==> config.mk <==
export PLATFORM = sky130hd
export DESIGN_NAME = conv_window_enable_gen
export DESIGN_NICKNAME = d
export VERILOG_FILES = /design/src/rtl/conv_window_enable_gen_pkg.sv /design/src/rtl/conv_window_enable_gen_stride_phase_ctr.sv /design/src/rtl/conv_window_enable_gen.sv
export SDC_FILE = /design/constraint.sdc
export NUM_CORES = 1
export LEC_CHECK = 0
export ABC_AREA = 0
export BUFFER_PORTS_ARGS = -buffer_cell sky130_fd_sc_hd__buf_2
export CELL_PAD_IN_SITES_DETAIL_PLACEMENT = 1
export CELL_PAD_IN_SITES_GLOBAL_PLACEMENT = 1
export CORE_UTILIZATION = 49
export CTS_CLUSTER_SIZE = 14
export DETAILED_ROUTE_END_ITERATION = 10
export GPL_ROUTABILITY_DRIVEN = 0
export PLACE_DENSITY_LB_ADDON = 0.1
export SYNTH_ARGS = -nofsm -noshare
export SYNTH_HDL_FRONTEND = slang
export SYNTH_SLANG_ARGS = --single-unit
==> constraint.sdc <==
create_clock -name clk -period 8.02 [get_ports clk]
set_clock_uncertainty 0.2 [all_clocks]
set_input_delay 1.203 -clock clk [delete_from_list [all_inputs] [get_ports clk]]
set_output_delay 1.203 -clock clk [all_outputs]
set_load 0.1 [all_outputs]
==> src/rtl/conv_window_enable_gen_pkg.sv <==
// conv_pkg: types and helpers shared by the 2-D conv window enable generator.
//   state_t    : frame FSM state (IDLE, RUN, DONE)
//   DIM_W_DEF  : default width of image dimensions and position counters
//   K_W_DEF    : default width of patch size / stride fields
//   cfg_ok()   : start-time configuration check, arguments zero-extended to CFG_W
package conv_pkg;

   localparam int DIM_W_DEF = 8;
   localparam int K_W_DEF   = 3;
   localparam int CFG_W     = 16;

   typedef enum logic [1:0] {
      IDLE = 2'd0,
      RUN  = 2'd1,
      DONE = 2'd2
   } state_t;

   // A frame is runnable only if the patch is non-empty, the step is non-zero
   // and a PxP patch fits inside the image on both axes.
   function automatic logic cfg_ok(input logic [CFG_W-1:0] p,
                                   input logic [CFG_W-1:0] s,
                                   input logic [CFG_W-1:0] w,
                                   input logic [CFG_W-1:0] h);
      return (p != '0) && (s != '0) && (p <= w) && (p <= h);
   endfunction

endpackage

==> src/rtl/conv_window_enable_gen_stride_phase_ctr.sv <==
// stride_phase_ctr: modulo-S phase counter for one scan axis.
//   clk, rst : clock, asynchronous active-low reset
//   clear    : force phase to 0 (row start / frame start)
//   step     : one position advance on this axis
//   pos      : current position on this axis
//   thresh   : first eligible position (P-1)
//   stride   : step size S (non-zero while in use)
//   hit      : position is eligible and phase is 0, i.e. stride-aligned
module stride_phase_ctr #(
   parameter int POS_W = 8,
   parameter int K_W   = 3
) (
   input  logic             clk,
   input  logic             rst,
   input  logic             clear,
   input  logic             step,
   input  logic [POS_W-1:0] pos,
   input  logic [K_W-1:0]   thresh,
   input  logic [K_W-1:0]   stride,
   output logic             hit
);

   logic [K_W-1:0] phase;
   logic           past_thr;

   // The phase sits at 0 until the threshold is reached, so the first
   // eligible position is always aligned without any subtraction.
   assign past_thr = (pos >= POS_W'(thresh));
   assign hit      = past_thr && (phase == '0);

   always_ff @(posedge clk or negedge rst) begin
      if (!rst) begin
         phase <= '0;
      end else if (clear) begin
         phase <= '0;
      end else if (step && past_thr) begin
         phase <= (phase == stride - 1'b1) ? '0 : phase + 1'b1;
      end
   end

endmodule

==> src/rtl/conv_window_enable_gen.sv <==
// conv_window_enable_gen: 2-D raster window enable generator.
// Tracks a raster pixel stream over a frame and flags each pixel that
// completes a stride-aligned PxP window, one cycle after that pixel.
//   clk, rst        : clock, asynchronous active-low reset
//   start           : latch config and begin a frame (ignored while busy)
//   img_width/height: frame dimensions
//   patch_size      : window side P
//   stride          : window step S on both axes
//   pix_valid       : one raster pixel accepted this cycle
//   conv_enable     : registered window-complete flag
//   win_col/win_row : window indices of the last asserted enable
//   frame_done      : pulse with the last pixel's registered result
//   busy            : frame in progress
//   cfg_err         : pulse on a rejected start
module conv_window_enable_gen
   import conv_pkg::*;
#(
   parameter int DIM_W = DIM_W_DEF,
   parameter int K_W   = K_W_DEF
) (
   input  logic             clk,
   input  logic             rst,
   input  logic             start,
   input  logic [DIM_W-1:0] img_width,
   input  logic [DIM_W-1:0] img_height,
   input  logic [K_W-1:0]   patch_size,
   input  logic [K_W-1:0]   stride,
   input  logic             pix_valid,
   output logic             conv_enable,
   output logic [DIM_W-1:0] win_col,
   output logic [DIM_W-1:0] win_row,
   output logic             frame_done,
   output logic             busy,
   output logic             cfg_err
);

   state_t           state;
   logic [DIM_W-1:0] cfg_w;
   logic [DIM_W-1:0] cfg_h;
   logic [K_W-1:0]   cfg_p;
   logic [K_W-1:0]   cfg_s;
   logic [K_W-1:0]   p_m1;

   logic [DIM_W-1:0] col;
   logic [DIM_W-1:0] row;
   logic [DIM_W-1:0] wc_cnt;     // windows emitted so far in this row
   logic [DIM_W-1:0] wr_cnt;     // window rows completed so far in this frame

   logic             start_req;
   logic             start_good;
   logic             start_ok;
   logic             start_bad;
   logic             pix_go;
   logic             row_end;
   logic             frame_end;
   logic             h_hit;
   logic             v_hit;
   logic             win_hit;

   assign p_m1 = cfg_p - 1'b1;

   assign start_req  = start && (state != RUN);
   assign start_good = cfg_ok(CFG_W'(patch_size), CFG_W'(stride),
                              CFG_W'(img_width), CFG_W'(img_height));
   assign start_ok   = start_req && start_good;
   assign start_bad  = start_req && !start_good;

   assign pix_go    = (state == RUN) && pix_valid;
   assign row_end   = pix_go && (col == cfg_w - 1'b1);
   assign frame_end = row_end && (row == cfg_h - 1'b1);
   assign win_hit   = h_hit && v_hit;

   // Horizontal phase restarts every row; vertical phase only per frame.
   stride_phase_ctr #(.POS_W(DIM_W), .K_W(K_W)) u_hph (
      .clk    (clk),
      .rst    (rst),
      .clear  (start_ok || row_end),
      .step   (pix_go),
      .pos    (col),
      .thresh (p_m1),
      .stride (cfg_s),
      .hit    (h_hit)
   );

   stride_phase_ctr #(.POS_W(DIM_W), .K_W(K_W)) u_vph (
      .clk    (clk),
      .rst    (rst),
      .clear  (start_ok),
      .step   (row_end),
      .pos    (row),
      .thresh (p_m1),
      .stride (cfg_s),
      .hit    (v_hit)
   );

   always_ff @(posedge clk or negedge rst) begin
      if (!rst) begin
         state       <= IDLE;
         cfg_w       <= '0;
         cfg_h       <= '0;
         cfg_p       <= '0;
         cfg_s       <= '0;
         col         <= '0;
         row         <= '0;
         wc_cnt      <= '0;
         wr_cnt      <= '0;
         conv_enable <= 1'b0;
         win_col     <= '0;
         win_row     <= '0;
         frame_done  <= 1'b0;
         busy        <= 1'b0;
         cfg_err     <= 1'b0;
      end else begin
         cfg_err     <= start_bad;
         conv_enable <= 1'b0;
         frame_done  <= 1'b0;

         if (start_ok) begin
            cfg_w  <= img_width;
            cfg_h  <= img_height;
            cfg_p  <= patch_size;
            cfg_s  <= stride;
            col    <= '0;
            row    <= '0;
            wc_cnt <= '0;
            wr_cnt <= '0;
            state  <= RUN;
            busy   <= 1'b1;
         end else if (state == RUN) begin
            if (pix_go) begin
               conv_enable <= win_hit;
               if (win_hit) begin
                  win_col <= wc_cnt;
                  win_row <= wr_cnt;
                  wc_cnt  <= wc_cnt + 1'b1;
               end
               if (row_end) begin
                  col    <= '0;
                  wc_cnt <= '0;
                  // Every aligned row holds at least one window since P<=width.
                  if (v_hit) begin
                     wr_cnt <= wr_cnt + 1'b1;
                  end
                  if (frame_end) begin
                     row        <= '0;
                     state      <= DONE;
                     busy       <= 1'b0;
                     frame_done <= 1'b1;
                  end else begin
                     row <= row + 1'b1;
                  end
               end else begin
                  col <= col + 1'b1;
               end
            end
         end else if (state == DONE) begin
            state <= IDLE;
         end
      end
   end

endmodule

==> results.sh <==
export IMPL_status="finished clean"
export IMPL_finalWirelength_um=12000
export IMPL_layout_commonest_cell="nand2_1"
export IMPL_tns_ps=0
export IMPL_syn_cell_area_mm2=0.00462
export IMPL_p_clk_share_pct=23.8
export IMPL_ios=46
export IMPL_async_flop_share_pct=100
export IMPL_ff2ff_setup_slack_ps=4840
export IMPL_timing_rr_start="cfg_w[0]"
export IMPL_period_share_pct=46.3
export IMPL_hold_class="flip-flop to flip-flop"
export IMPL_crit_arrival_ps=3760
export IMPL_synth_edf_count=0
export IMPL_drc=0
export IMPL_die_h_um=99.1
export IMPL_r2r_cells=9
export IMPL_placed_area_mm2=0.00494
export IMPL_seq_area_mm2=0.00205
export IMPL_drv_slew=0
export IMPL_final_hold_viol_count=0
export IMPL_synth_area_top_cells="dfrtp_1 44%, nand2_1 9.8%, ha_1 6.5%, xnor2_1 4.2%, nand3_1 2.9%"
export IMPL_synthFlopType="dfrtp_1"
export IMPL_p_int_mw=0.942
export IMPL_synth_cell_type_count=53
export IMPL_synthToLayoutAreaGrowth_pct=12.4
export IMPL_relSlewSlack_pct=35.2
export IMPL_root_buffer="clkbuf_8"
export IMPL_cts_buffer_depth=2
export IMPL_fin_util_pct=56.4
export IMPL_whs_path_depth=2
export IMPL_report_final_setup_viol=0
export IMPL_syn_nets=580
export IMPL_yosysSeqAreaShare_pct=44.4
export IMPL_yosysWarnings=0
export IMPL_maxCapViolations=0
export IMPL_via_per_inst=5.72
export IMPL_final_cell_mix="120 x nand2_1, 82 x dfrtp_1, 44 x buf_2"
export IMPL_cp_top_family="simple AND/OR/NAND/NOR gates"
export IMPL_hold_start="win_col[2]"
export IMPL_period_needed_ps=3720
export IMPL_htree_levels=3
export IMPL_yosysTopAreaCellShare_pct=44.4
export IMPL_fmax_ghz=0.269
export IMPL_num_antenna_cells=0
export IMPL_die_w_um=99.1
export IMPL_dieArea_mm2=0.00982
export IMPL_rows=35
export IMPL_cts_tree="built"
export IMPL_leakage_nw=2.50
export IMPL_min_delay_worst_endpoint="win_col[2]"
export IMPL_cp_cell_sequence="buf_2 -> inv_1 -> ha_1 -> nor2b_1 -> o21a_1 -> o211ai_1 -> nand2_1 -> nor3_2 -> buf_4 -> or3_1 -> o22ai_1"
export IMPL_syn_inst=530
export IMPL_cp_max_fo=31
export IMPL_worstMarginPinSlew_ps=967
export IMPL_grt_pass1_vias=4258
export IMPL_holdBufCountCts=0
export IMPL_wl_per_cell_um=17.4
export IMPL_cp_slowest_stage_delay_ps=740
export IMPL_cts_sinks=82
export IMPL_grt_setup_unrepaired="false"
export IMPL_grt_usage_pct=26.6
export IMPL_multi_input_area_mm2=0.00238
export IMPL_power_density_mw_per_mm2=308
export IMPL_p_seq_share_pct=38.0
export IMPL_cp_end_kind="flip-flop"
export IMPL_start_util_pct=50.2
export IMPL_ir_drop_mv=0.0988
export IMPL_postCtsSetupBuffers=0
export IMPL_vias=3921
export IMPL_antenna_found_initial=0
export IMPL_core_mm2=0.00920
export IMPL_insertion_delay_ps=370
export IMPL_postSynthAreaPerCell_um2=8.71
export IMPL_critPathLaunchType="input port"
export IMPL_drtPass1Iterations=4
export IMPL_cts_buffers=9
export IMPL_worst_setup_path_type="input port to flip-flop"
export IMPL_crit_buf_inv=3
export IMPL_grt_pass1_wl_um=20500
export IMPL_nets=620
export IMPL_switching_share_pct=41.1
export IMPL_grt_max_degree=49
export IMPL_rr_endpoint="wc_cnt[7]"
export IMPL_synth_top_area_cell="dfrtp_1"
export IMPL_initialDrtViolationCount=111
export IMPL_gr_total_overflow=0
export IMPL_critPathRequiredTime_ps=8060
export IMPL_cts_resized_gates=0
export IMPL_synth_seq_cells=82
export IMPL_postRouteAntennaNets=0
export IMPL_p_comb_share_pct=38.2
export IMPL_clk_pin_slew_ps=90
export IMPL_io_buffers=45
export IMPL_holdWs_ps=280
export IMPL_n_fill_cell=1126
export IMPL_final_cell_area_mm2=0.00519
export IMPL_drive_gt1_share_pct=13.2
export IMPL_crit_slowest_cell="nor3_2"
export IMPL_hpwl_um=8580
export IMPL_p_sw_mw=0.657
## cells in the mapped netlist (7+ instances only)
library cell	number
nand2_1	120
dfrtp_1	82
nor2_1	33
inv_1	29
nand3_1	27
o21ai_0	26
a21oi_1	24
ha_1	24
xnor2_1	22
clkbuf_1	15
xor2_1	13
or3_1	9
nor3_1	8
o211ai_1	7
## logic make-up (layout without fill, tap and decap cells)
family / after synthesis / after routing / share of synthesized area, %
AND/OR/NAND/NOR: 249 / 249 / 26.2
AO/OA/AOI/OAI: 89 / 89 / 11.8
flip-flops: 82 / 82 / 44.4
buffers and inverters: 50 / 95 / 4.20
XOR/XNOR: 35 / 35 / 6.64
adder cells (fa/ha/maj): 24 / 24 / 6.50
multiplexers: 1 / 1 / 0.217
## state kept, by name, summed over array words and instances, names as in the netlist
name,cells
wc_cnt,8
cfg_h,8
col,8
wr_cnt,8
u_hph.phase,3
row,8
win_row,8
u_vph.phase,3
win_col,8
conv_enable,1
busy,1
cfg_s,3
cfg_w,8
cfg_p,3
state,2
cfg_err,1
frame_done,1
## power groups by stage
stage                     Clock [mW]  Sequential, mW  Combinational [mW]
after global routing           0.400           0.622               0.689
after detailed placement           0           0.615               0.607
after CTS                      0.387           0.608               0.617
after global placement             0           0.608               0.566
after floorplan                    0           0.631               0.418
final                          0.380           0.608               0.611
## per-stage QoR
stage               instances  setup slack [ps]  power [mW]
floorplan                 530              4760        1.05
global placement          670              4020        1.17
detailed placement        670              3920        1.22
CTS                       686              4310        1.61
global route              686              4140        1.71
finish                    686              4300        1.60
## metal layers
metal	up-vias	share of wire, %	track usage [%]
met4	0	1.9	9.05
met3	22	1.9	4.40
met5	-	0	0
met2	40	51	47.9
met1	1968	45	32.3
li1	1891	-	-
## worst register-to-register path: stages (launching register included)
cell	delay, ps
dfrtp_1	430
inv_1	90
ha_1	340
nand2b_1	180
a21oi_1	70
o31a_1	300
and4bb_4	420
nand2_1	340
nand2_1	550
nor2_1	120
## how the worst max path moves through the flow
stage	from	end	slack, ps	cells after the start
3_3_place_gp	img_height[1]	wc_cnt[7]	4020	11
2_1_floorplan	img_height[1]	row[0]	4760	9
4_1_cts	img_height[1]	row[5]	4310	11
5_1_grt	img_width[1]	row[5]	4140	11
3_5_place_dp	img_height[1]	row[5]	3920	11
6_report	img_height[1]	row[5]	4300	11
## area by class of cell
type | count | area share [%]
flip-flops and latches | 82 | 39.5
multi-input cells | 398 | 45.8
inverters | 30 | 2.17
well taps | 111 | 2.68
clock buffers | 11 | 2.72
clock inverters | 5 | 2.12
repair buffers | 49 | 4.97
No activity file was read; power rests on OpenSTA's default activity.
